File: config.mk
export PLATFORM = sky130hd
export DESIGN_NAME = inst_fetch_unpack
export DESIGN_NICKNAME = d
export VERILOG_FILES = /design/src/rtl/inst_fetch_unpack.sv
export SDC_FILE = /design/constraint.sdc
export NUM_CORES = 1
export LEC_CHECK = 0
export ABC_AREA = 1
export BUFFER_PORTS_ARGS = -buffer_cell sky130_fd_sc_hd__buf_2
export CORE_UTILIZATION = 39
export CTS_BUF_LIST = sky130_fd_sc_hd__clkbuf_16
export CTS_CLUSTER_DIAMETER = 60
export DETAILED_ROUTE_END_ITERATION = 10
export GPL_ROUTABILITY_DRIVEN = 0
export MAX_ROUTING_LAYER = met4
export SYNTH_ARGS = -nofsm -noshare
export SYNTH_HDL_FRONTEND = slang
export SYNTH_SLANG_ARGS = --single-unit
File: constraint.sdc
create_clock -name clk -period 4.65 [get_ports clk]
set_input_delay 0.2325 -clock clk [delete_from_list [all_inputs] [get_ports clk]]
set_output_delay 0.2325 -clock clk [all_outputs]
set_load 0.03 [all_outputs]
File: src/rtl/inst_fetch_unpack.sv
// Instruction fetch unpacker: splits 64-bit memory beats into two 32-bit instructions,
// buffers them in a small FIFO and hands them to the decoder with their PC.
// Optional build macro INST_FETCH_HALT_ON_ZERO_EN stops fetch after an all-zero word is consumed.
module inst_fetch_unpack #(
    parameter int BUS_DATA_WIDTH = 64,
    parameter int FIFO_DEPTH     = 4,
    parameter int PC_WIDTH       = 64
) (
    input  logic                          clk,
    input  logic                          reset,
    input  logic                          start,
    input  logic [PC_WIDTH-1:0]           start_pc,
    input  logic                          bus_respcyc,
    input  logic [BUS_DATA_WIDTH-1:0]     bus_resp,
    output logic                          bus_respack,
    input  logic                          flush,
    input  logic [PC_WIDTH-1:0]           flush_pc,
    output logic [BUS_DATA_WIDTH/2-1:0]   inst,
    output logic [PC_WIDTH-1:0]           inst_pc,
    output logic                          inst_valid,
    input  logic                          inst_ready,
    output logic [$clog2(FIFO_DEPTH):0]   fifo_count,
    output logic                          halted
);

    localparam int IW = BUS_DATA_WIDTH / 2;
    localparam int PW = $clog2(FIFO_DEPTH);
    localparam int CW = PW + 1;

    typedef enum logic [1:0] {
        S_IDLE = 2'd0,
        S_RUN  = 2'd1,
        S_HALT = 2'd2
    } state_t;

    state_t          state_r;
    state_t          state_s;
    logic [CW-1:0]   count_r;
    logic [PW-1:0]   head_r;
    logic [PW-1:0]   tail_r;
    logic [IW-1:0]   mem_r [FIFO_DEPTH];
    logic [PC_WIDTH-1:0] inst_pc_r;
    logic            drop_low_r;

    logic            run_s;
    logic [CW-1:0]   free_s;
    logic            push_s;
    logic            pop_s;
    logic            halt_pop_s;
    logic [CW-1:0]   push_cnt_s;
    logic [CW-1:0]   pop_cnt_s;

    // Room is judged from the registered count only, so a pop never frees space in the same cycle.
    assign run_s       = (state_r == S_RUN);
    assign free_s      = CW'(FIFO_DEPTH) - count_r;
    assign bus_respack = run_s && (free_s >= CW'(2));
    assign inst_valid  = run_s && (count_r != {CW{1'b0}});
    assign inst        = mem_r[head_r];
    assign inst_pc     = inst_pc_r;
    assign fifo_count  = count_r;

    assign push_s     = bus_respcyc && bus_respack;
    assign pop_s      = inst_valid && inst_ready;
    assign push_cnt_s = push_s ? (drop_low_r ? CW'(1) : CW'(2)) : CW'(0);
    assign pop_cnt_s  = pop_s ? CW'(1) : CW'(0);

`ifdef INST_FETCH_HALT_ON_ZERO_EN
    assign halt_pop_s = pop_s && (mem_r[head_r] == {IW{1'b0}});
    assign halted     = (state_r == S_HALT);
`else
    assign halt_pop_s = 1'b0;
    assign halted     = 1'b0;
`endif

    // Next-state logic; flush overrides every other transition.
    always_comb begin
        state_s = state_r;
        case (state_r)
            S_IDLE: begin
                if (start) begin
                    state_s = S_RUN;
                end else begin
                    state_s = S_IDLE;
                end
            end
            S_RUN: begin
                if (halt_pop_s) begin
                    state_s = S_HALT;
                end else begin
                    state_s = S_RUN;
                end
            end
            S_HALT: state_s = S_HALT;
            default: state_s = S_IDLE;
        endcase
        if (flush) begin
            state_s = S_RUN;
        end else begin
            state_s = state_s;
        end
    end

    // State register, FIFO storage, pointers, count and PC tracking.
    always_ff @(posedge clk or negedge reset) begin
        if (!reset) begin
            state_r    <= S_IDLE;
            count_r    <= {CW{1'b0}};
            head_r     <= {PW{1'b0}};
            tail_r     <= {PW{1'b0}};
            inst_pc_r  <= {PC_WIDTH{1'b0}};
            drop_low_r <= 1'b0;
            for (int i = 0; i < FIFO_DEPTH; i++) begin
                mem_r[i] <= {IW{1'b0}};
            end
        end else begin
            state_r <= state_s;
            if (flush) begin
                count_r    <= {CW{1'b0}};
                head_r     <= {PW{1'b0}};
                tail_r     <= {PW{1'b0}};
                inst_pc_r  <= flush_pc;
                drop_low_r <= flush_pc[2];
            end else if ((state_r == S_IDLE) && start) begin
                inst_pc_r  <= start_pc;
                drop_low_r <= start_pc[2];
            end else begin
                if (pop_s) begin
                    head_r    <= head_r + PW'(1);
                    inst_pc_r <= inst_pc_r + PC_WIDTH'(4);
                end
                // A misaligned entry PC skips the low half of the first beat.
                if (push_s) begin
                    if (drop_low_r) begin
                        mem_r[tail_r] <= bus_resp[BUS_DATA_WIDTH-1:IW];
                        tail_r        <= tail_r + PW'(1);
                        drop_low_r    <= 1'b0;
                    end else begin
                        mem_r[tail_r]          <= bus_resp[IW-1:0];
                        mem_r[tail_r + PW'(1)] <= bus_resp[BUS_DATA_WIDTH-1:IW];
                        tail_r                 <= tail_r + PW'(2);
                    end
                end
                count_r <= count_r + push_cnt_s - pop_cnt_s;
            end
        end
    end

endmodule

==> run metrics, run 1 <==
top_reg_cell synth dfrtp_1; Area Growth Syn to Fin 22.2%; final core occ 0.488; Die Span X 194 µm; Synth Cell Area 14300 µm²; hold-critical path depth 5; commonest non-fill, non-tap cell in the layout nand2_1; Residual DRC 0; routed wl met2 27600 µm; CP Class register to register; Max-slew headroom 0.215; vias in the first global route 16500; Worst R2R End inst_pc[12]; WL met3 4690 µm; Setup Viol. Count Final 0; worst skew pair latency 570 ps; Synth Register Bits 202; commonest non-fill, non-tap cells in the layout nand2_1, buf_2, o21ai_0, nor2_1, dfrtp_1; number of detailed-route iterations in the first pass 7; Avg Cell Area, Syn 6.45 µm²; post-cts resize count 0; Distinct cells, synth 36; Worst Setup Start Kind register; Hold Path Origin start_pc[40]; Total GRT Usage 0.310; hold crit path type input pin to register; # nets final 2686; Initial Util 0.400; top layer in use met4; Clk Tree Root Cell clkbuf_16; Setup WS post-layout 1140 ps; fin crit period 3510 ps; flop-to-flop setup slack 1140 ps; peak supply drop 0.340 mV; detail-routed via count per cell 5.65; max-slew violations 0; crit-path max FO 36; pre-CTS setup slack 1390 ps; Post-Syn Instances 2219; Crit path largest cell delay 600 ps; met1 wire length 22900 µm; sequential area share after synthesis 0.353; status finished, final reports clean; Routed WL per cell 19.3 µm; core area 35800 µm²; pwr dens 553 nW/µm²; R2R cell count 11; WL final 57200 µm; leakage power 8.46 nW; number of synthesized flops with an enable pin 0; Die Span Y 194 µm; Clock Sinks 202; crit-path cells inv_1 -> ha_1 -> ha_1 -> nor2_1 -> nand2_1 -> inv_2 -> nor2_1 -> buf_4 -> inv_2 -> a41oi_1 -> dlygate4sd3_1; TritonCTS clock tree done; data arrival time of the critical path 3930 ps; area post-placement 16100 µm²; RSZ-0062 raised after global routing false; Fmax achieved 0.285 GHz; slowest cell on the critical path dlygate4sd3_1; Synth top area share 0.353; detailed placer's ending HPWL 37300 µm; area leader, netlist dfrtp_1; clock skew 30.7 ps; Final Hold Fails 0; Fin Setup TNS 0 ps; Async S/R FF share, synth 1.00; CTS buffer count 28; cell area after layout 17500 µm²; worst r2r src fifo_count[0]; Post-Syn Nets 2429; Vias 16700; hold endpoint inst_pc[40]; Max H-tree Level 1; Inst Count DP 2862; fraction of layout cells with a size suffix above 1 0.157; # IOs 300; ranking of synthesized cells by area dfrtp_1, nand2_1, o21ai_0, nor2_1, o211ai_1; WP data required 5070 ps; Die ar. 37500 µm²; I/O Buffers 298; Max Cap Viol 0; CP Capture Type register; initial antenna violation count 7; row cnt 69; non-filler cells, final 2966; Worst-path clk slew 60 ps; first-pass GRT wire length 90000 µm; largest net degree at the start of global routing 125; final period utilization 0.755; worst-margin pin slew 1180 ps; Clock Path Buffers 3; Detailed Route Iter0 Violations 1456; synth warn 0; GRT overflow 0; Final ANT Viol Nets 0
## synthesized netlist by cell type, drive strengths merged, types with 4 or more instances
master / instances
buf: 33
nand3: 148
o211ai: 122
a31oi: 13
nand3b: 4
o22ai: 33
dfrtp: 202
nand4: 17
a22o: 25
a21oi: 73
xnor2: 8
nor2: 251
clkbuf: 113
inv: 160
o21ai: 287
nor3: 12
ha: 11
nand2: 685
## layout make-up
class	count	area, µm²
Fill cell	3727	18300
Sequential cell	202	5060
Tap cell	461	577
Multi-Input combinational cell	1709	8100
Antenna cell	7	17.5
Timing Repair Buffer	373	2210
Inverter	162	611
Clock inverter	24	223
Clock buffer	28	701
## registers in the layout (all words and copies together) (netlist names)
name / flops
state_r: 2
head_r: 2
drop_low_r: 1
fifo_count: 3
tail_r: 2
inst_pc: 64
mem_r: 128
## per-stage QoR
stage	hold slack, ps	power (mW)
after floorplan	-63.1	5.84
after global placement	389	7.36
after detailed placement	396	7.44
after CTS	0.677	9.69
after global routing	21.9	10.3
final	13.0	9.68
## metal layers
layer,GRT usage,vias up
li1,-,7954
met1,0.378,7903
met2,0.517,778
met3,0.0462,114
met4,0.118,0
met5,-,-
## critical path: cells and delay by family, from the launching register on
kind | cells | cell delay [ps]
buffers and inverters | 5 | 1930
AOI/OAI and AO/OA | 1 | 200
adders and majority gates | 2 | 380
DFF | 1 | 360
and+or+nand+nor | 3 | 480
## kinds of logic after synthesis
group | after synthesis | synth area share
AO/OA/AOI/OAI | 561 | 0.231
XOR/XNOR | 11 | 0.00673
adder cells (fa/ha/maj) | 12 | 0.0110
buffers and inverters | 308 | 0.0837
flip-flops | 202 | 0.353
other | 1 | 0.000262
AND/OR/NAND/NOR | 1124 | 0.314
## report_power, final
group / switching, mW / total (mW) / internal, mW
sequential: 0.518 / 2.93 / 2.41
combinational: 3.23 / 4.58 / 1.34
clock: 0.862 / 2.17 / 1.31
## worst max-delay path by stage
stage / cells after the start / to / from / slack [ps]
3_3_place_gp: 13 / inst_pc[48] / fifo_count[0] / 1520
4_1_cts: 11 / inst_pc[12] / fifo_count[0] / 1180
6_report: 11 / inst_pc[12] / fifo_count[0] / 1140
5_1_grt: 12 / inst_pc[12] / fifo_count[0] / 940
3_5_place_dp: 13 / inst_pc[49] / fifo_count[0] / 1390
2_1_floorplan: 17 / fifo_count[2] / fifo_count[0] / 1290
## timing repair
item | in CTS | in global routing
hold endpoints to repair | 132 | 0
hold buffers | 45 | 0
buffers inserted | 0 | 0
Note: power is estimated with default switching activity, not from simulation.
==> run 2: changes to the inputs <==
Clock period 4.65 ns to 3.2 ns, I/O delays scaled along.
==> run 2 against run 1 <==
Utilization is 2.4 points higher. Via count is 1.3% higher. Clock skew is 6.5 ps lower. Largest power group unchanged. Maximum frequency is 17% higher. Cell area is 4.9% higher. Critical path depth is 3 higher. Non-clock buffer count is 91 higher.
==> run metrics, run 2 (synthesis gave the netlist of run 1 again) <==
Max Cap Viol 0 (unchanged); Die Span Y 194 µm (unchanged); detailed placer's ending HPWL 38000 µm (+1.8%); postcts setup bufs 0 (unchanged); # IOs 300 (unchanged); row cnt 69 (unchanged); commonest non-fill, non-tap cells in the layout nand2_1, buf_2, o21ai_0, nor2_1, dfrtp_1; switch share 0.469 (-0.00758); Final ANT Viol Nets 0 (unchanged); Setup Viol. Count Final 0 (unchanged); vias in the first global route 16300 (-0.80%); Die ar. 37500 µm² (unchanged); Clock Sinks 202 (unchanged); GRT overflow 0 (unchanged); crit-path max FO 37 (+2.8%); switching power 6.70 mW (+45%); detail-routed via count per cell 5.55 (-1.7%); max FFs per register 128 (unchanged); Initial Util 0.400 (unchanged); Setup WS post-layout 211 ps (-928 ps); Residual DRC 0 (unchanged); status finished, final reports clean; Flop pwr share 0.299 (-0.004); worst-margin pin slew 1060 ps (-119 ps); fraction of layout cells with a size suffix above 1 0.158 (+0.00138); Final Hold Fails 0 (unchanged); WL final 57200 µm (about the same); TritonCTS clock tree done; clock power share 0.224 (about the same); CTS buffer count 29 (+3.6%); non-filler cells, final 3056 (+3.0%); peak supply drop 0.465 mV (+37%); pwr dens 778 nW/µm² (+41%); Routed WL per cell 18.7 µm (-3.0%); Clock Path Buffers 3 (unchanged); crit-path cells inv_1 -> ha_1 -> ha_1 -> nor2_2 -> nand2_1 -> inv_2 -> buf_4 -> nor2_1 -> inv_4 -> buf_12 -> nand2_1 -> a21oi_1 -> dlygate4sd3_1 -> a21oi_1; data arrival time of the critical path 3420 ps (-510 ps); hold_ws 19.4 ps (+6.41 ps); Area Growth Syn to Fin 28.3%; Largest Register mem_r; proportion of power drawn by combinational gates 0.477 (+0.004); CP Class register to register; register area 5060 µm² (unchanged); P_int 7.59 mW (+50%); Worst-path clk slew 50 ps (about the same); WP data required 3630 ps (-1440 ps); # nets final 2778 (+3.4%); Die Span X 194 µm (unchanged); RSZ-0062 raised after global routing false; Max H-tree Level 1 (unchanged); Detailed Route Iter0 Violations 1165 (-20%); commonest non-fill, non-tap cell in the layout nand2_1; number of detailed-route iterations in the first pass 6 (-1); Vias 17000 (+1.3%); Worst Setup Start Kind register; final core occ 0.512 (+0.0241); Clk Tree Root Cell clkbuf_16; clock skew 24.2 ps (-6.51 ps); flop-to-flop setup slack 210 ps (-930 ps); Fin Setup TNS 0 ps (unchanged); CP Capture Type register; final period utilization 0.934 (+0.179); I/O Buffers 298 (unchanged); pre-CTS setup slack 424 ps (-968 ps); core area 35800 µm² (unchanged); leakage power 8.88 nW (+4.9%); initial antenna violation count 5 (-2); footprint of the multi-input gates 8090 µm² (about the same); slowest cell on the critical path dlygate4sd3_1; max-slew violations 0 (unchanged); fin crit period 2990 ps (-522 ps); Fmax achieved 0.335 GHz (+17%); Total GRT Usage 0.308 (-0.00175); Crit path largest cell delay 580 ps (-20 ps); Inst Count DP 2879 (+0.59%); first-pass GRT wire length 89600 µm (-0.41%); Max-slew headroom 0.295 (+0.0796); worst skew pair latency 570 ps (about the same); Layout fillers 3585 (-3.8%); largest net degree at the start of global routing 109 (-13%); hold crit path type input pin to register
run 2: changes by cell type in the layout (fill, tap and decap cells not counted), moves of 2 or more:
cell,change
inv_1,+3
clkinv_1,-2
diode_2,-2
dlygate4sd3_1,+74
buf_4,+18
run 2: per-layer routing:
metal  GRT usage  up-vias  routed length, µm
met5           -        -                  0
met4       0.122        0               1860
met3      0.0483      119               4580
met2       0.510      798              27600
met1       0.375     7926              23200
li1            -     8129                  -
run 2: final timing paths:
check	from	cells after the start	end
hold / removal	flush_pc[56]	5	inst_pc[56]
min in group asynchronous	reset	2	inst_pc[3]
setup / recovery	fifo_count[0]	14	inst_pc[52]
hold reg to reg	state_r[0]	1	state_r[1]
max in group asynchronous	reset	3	inst_pc[44]
setup reg to reg	fifo_count[0]	14	inst_pc[52]
run 2: cell type report:
class	instances	share of cell area
repair buffers	464	0.167
well taps	461	0.0314
multi-input cells	1709	0.441
clock inverters	24	0.0117
flip-flops and latches	202	0.275
clock buffers	29	0.0395
diodes	5	0.000681
inverters	162	0.0334
run 2: repair_timing:
item / 4_1_cts / 5_1_grt
gates resized for setup: 0 / 2
hold buffers: 119 / 0
setup endpoints to repair: 0 / 5
hold endpoints to repair: 211 / 0
run 2: power by group through the flow:
stage / clock network [mW] / registers (mW) / logic [mW]
global placement: 0 / 4.27 / 6.47
floorplan: 0 / 4.48 / 4.02
detailed placement: 0 / 4.30 / 6.56
finish: 3.20 / 4.27 / 6.81
CTS: 3.27 / 4.26 / 6.80
global route: 3.37 / 4.40 / 7.48
run 2: stage by stage:
stage / cell area, µm² / power, mW
after floorplan: 14300 / 8.50
after global placement: 16200 / 10.7
after detailed placement: 16200 / 10.9
after CTS: 18300 / 14.3
after global routing: 18400 / 15.2
final: 18400 / 14.3
run 2: critical path: cells and delay by family (launching register included):
kind                     cells  cell delay [ps]
flip-flops                   1              360
AO/OA/AOI/OAI                2              190
adder cells (fa/ha/maj)      2              400
AND/OR/NAND/NOR              4              400
buffers and inverters        6             1490
==> run 3: changes to the inputs <==
Settings changed: CORE_UTILIZATION 39 to 51, CTS_BUF_LIST sky130_fd_sc_hd__clkbuf_16 to unset, PLACE_DENSITY set to 0.78.
==> run 3 against run 2 <==
The flow now finishes with violations (hold timing). Global-route usage up 7.6 points. Cell count down 4.7%. Largest power group unchanged. First-iteration DRC count up 57%. Critical path depth unchanged. Register-to-register slack better by 40 ps. Highest routed layer unchanged. Critical endpoint is now inst_pc[55]. Routed wire length down 5.0%. Die area down 23%.
==> run metrics, run 3 (synthesis gave the netlist of run 1 again) <==
number of detailed-route iterations in the first pass 6 (unchanged); # nets final 2724 (-1.9%); flop-to-flop setup slack 250 ps (+40 ps); R2R cell count 14 (unchanged); RSZ-0062 raised after global routing false; initial antenna violation count 8 (+3); crit-path cells inv_1 -> ha_1 -> ha_1 -> nor2_2 -> nand2_2 -> inv_2 -> nor2_1 -> buf_4 -> inv_2 -> buf_4 -> nand2_1 -> a21oi_1 -> dlygate4sd3_1 -> a21oi_1; Worst-path clk slew 60 ps (about the same); max-slew violations 0 (unchanged); worst skew pair latency 550 ps (-20 ps); Worst Setup Start Kind register; largest net degree at the start of global routing 101 (-7.3%); Crit path largest cell delay 560 ps (-20 ps); Flop pwr share 0.310 (+0.011); Die ar. 28700 µm² (-23%); leakage power 8.58 nW (-3.4%); crit path from fifo_count[0]; postcts setup bufs 0 (unchanged); Detailed Route Iter0 Violations 1826 (+57%); Vias 17300 (+1.9%); Clk Tree Root Cell clkbuf_16; Routed WL per cell 18.6 µm (-0.32%); fraction of layout cells with a size suffix above 1 0.161 (+0.00290); max FFs per register 128 (unchanged); data arrival time of the critical path 3370 ps (-50 ps); Final ANT Viol Nets 0 (unchanged); Hold Path Origin start_pc[2]; Die Span Y 170 µm (-12%); fin crit period 2950 ps (-43.0 ps); first-pass GRT wire length 84700 µm (-5.5%); final period utilization 0.920 (-0.0134); Fmax achieved 0.339 GHz (+1.5%); Residual DRC 0 (unchanged); core area 27300 µm² (-24%); cell area after layout 17700 µm² (-3.8%); Clock Sinks 202 (unchanged); GRT overflow 0 (unchanged); Largest Register mem_r; CP Capture Type register; WP data required 3620 ps (about the same); worst-margin pin slew 936 ps (-122 ps); Final Hold Fails 1 (+1); worst r2r src fifo_count[0]; Clock Path Buffers 3 (unchanged); CP top delay family buffers and inverters; Max-slew headroom 0.376 (+0.0816); Pwr Total 13.8 mW (-3.4%); crit path buf inv count 6 (unchanged); hold endpoint drop_low_r; detail-routed via count per cell 5.94 (+7.0%); peak supply drop 0.465 mV (about the same); Initial Util 0.525 (+0.126); P_int 7.21 mW (-5.0%); Die Span X 170 µm (-12%); TritonCTS clock tree done; violated checks hold timing; row cnt 60 (-13%); status finished with violations; Max H-tree Level 1 (unchanged); Area Growth Syn to Fin 23.4%; final core occ 0.648 (+0.136); pwr dens 781 nW/µm² (+0.43%); hold-critical path depth 4 (-1); slowest cell on the critical path dlygate4sd3_1; Max Cap Viol 0 (unchanged); vias in the first global route 16600 (+1.8%); I/O Buffers 298 (unchanged); Setup Viol. Count Final 0 (unchanged); commonest non-fill, non-tap cell in the layout nand2_1; WL final 54300 µm (-5.0%); hold crit path type input pin to register; proportion of power drawn by combinational gates 0.487 (+0.010); CTS buffer count 25 (-14%); CP Class register to register; Worst R2R End inst_pc[55]; # IOs 300 (unchanged); Fin Setup TNS 0 ps (unchanged); crit-path max FO 26 (-30%); commonest non-fill, non-tap cells in the layout nand2_1, buf_2, o21ai_0, nor2_1, dfrtp_1; switch share 0.477 (+0.00874); clock skew 21.2 ps (-2.99 ps); detailed placer's ending HPWL 35500 µm (-6.5%); Total GRT Usage 0.385 (+0.0765); clock power share 0.204 (-0.020); switching power 6.59 mW (-1.6%); hold_ws -2.56 ps (-22.0 ps); area post-placement 16200 µm² (-0.29%)
==> run 3: changes by cell type in the layout (fill, tap and decap cells not counted), sizes merged <==
cell | before | now
buf | 344 | 345
bufinv | 4 | 1
clkbuf | 30 | 39
clkinv | 11 | 2
clkinvlp | 1 | 3
diode | 5 | 8
dlygate4sd3 | 119 | 68
inv | 170 | 162
==> run 3: layout make-up <==
class                      count  area [µm²]
multi-input combinational   1709        8090
timing repair buffer         414        2630
clock inverter                 6        66.3
antenna                        8        20.0
sequential                   202        5060
clock buffer                  38         724
fill                        2475        9590
tap                          372         465
inverter                     162         611
==> run 3: power by group through the flow <==
stage / clock network (mW) / logic (mW) / registers [mW]
after floorplan: 0 / 4.02 / 4.48
after global placement: 0 / 6.31 / 4.25
after detailed placement: 0 / 6.45 / 4.29
after CTS: 2.80 / 6.61 / 4.25
after global routing: 2.90 / 7.31 / 4.39
final: 2.81 / 6.72 / 4.28
==> run 3: worst max-delay path by stage <==
stage | to | slack, ps | cells past startpoint
3_5_place_dp | fifo_count[2] | 420 | 16
6_report | inst_pc[55] | 250 | 14
3_3_place_gp | fifo_count[2] | 500 | 16
4_1_cts | inst_pc[55] | 170 | 14
2_1_floorplan | fifo_count[2] | 8 | 17
5_1_grt | inst_pc[55] | 30 | 14
==> run 3: timing repair <==
| action | 4_1_cts | 5_1_grt |
|---|---|---|
| hold endpoints to repair | 145 | 0 |
| resized for setup | 0 | 1 |
| endpoints found under the setup margin | 0 | 2 |
| hold buffers | 68 | 0 |
==> run 3: worst reg2reg max path, stage by stage (launching register included) <==
cell and delay [ps]:
dfrtp_1 370, inv_1 90, ha_1 210, ha_1 180, nor2_2 130, nand2_2 170
inv_2 160, nor2_1 60, buf_4 210, inv_2 130, buf_4 290, nand2_1 90
a21oi_1 110, dlygate4sd3_1 560, a21oi_1 60
==> run 3: metal layers <==
metal	share of wire	routed length, µm	track usage	vias to the layer above
li1	-	-	-	8026
met2	0.47	25300	0.626	1124
met5	0	0	-	-
met1	0.36	19400	0.440	7901
met3	0.12	6330	0.0753	246
met4	0.060	3260	0.231	0
==> run 3: through the flow <==
stage	setup WS (ps)	hold slack [ps]	cells
global route	27.0	6.70	2911
global placement	495	311	2791
finish	254	-2.56	2911
CTS	174	0.605	2903
floorplan	7.50	-136	2219
detailed placement	422	317	2791
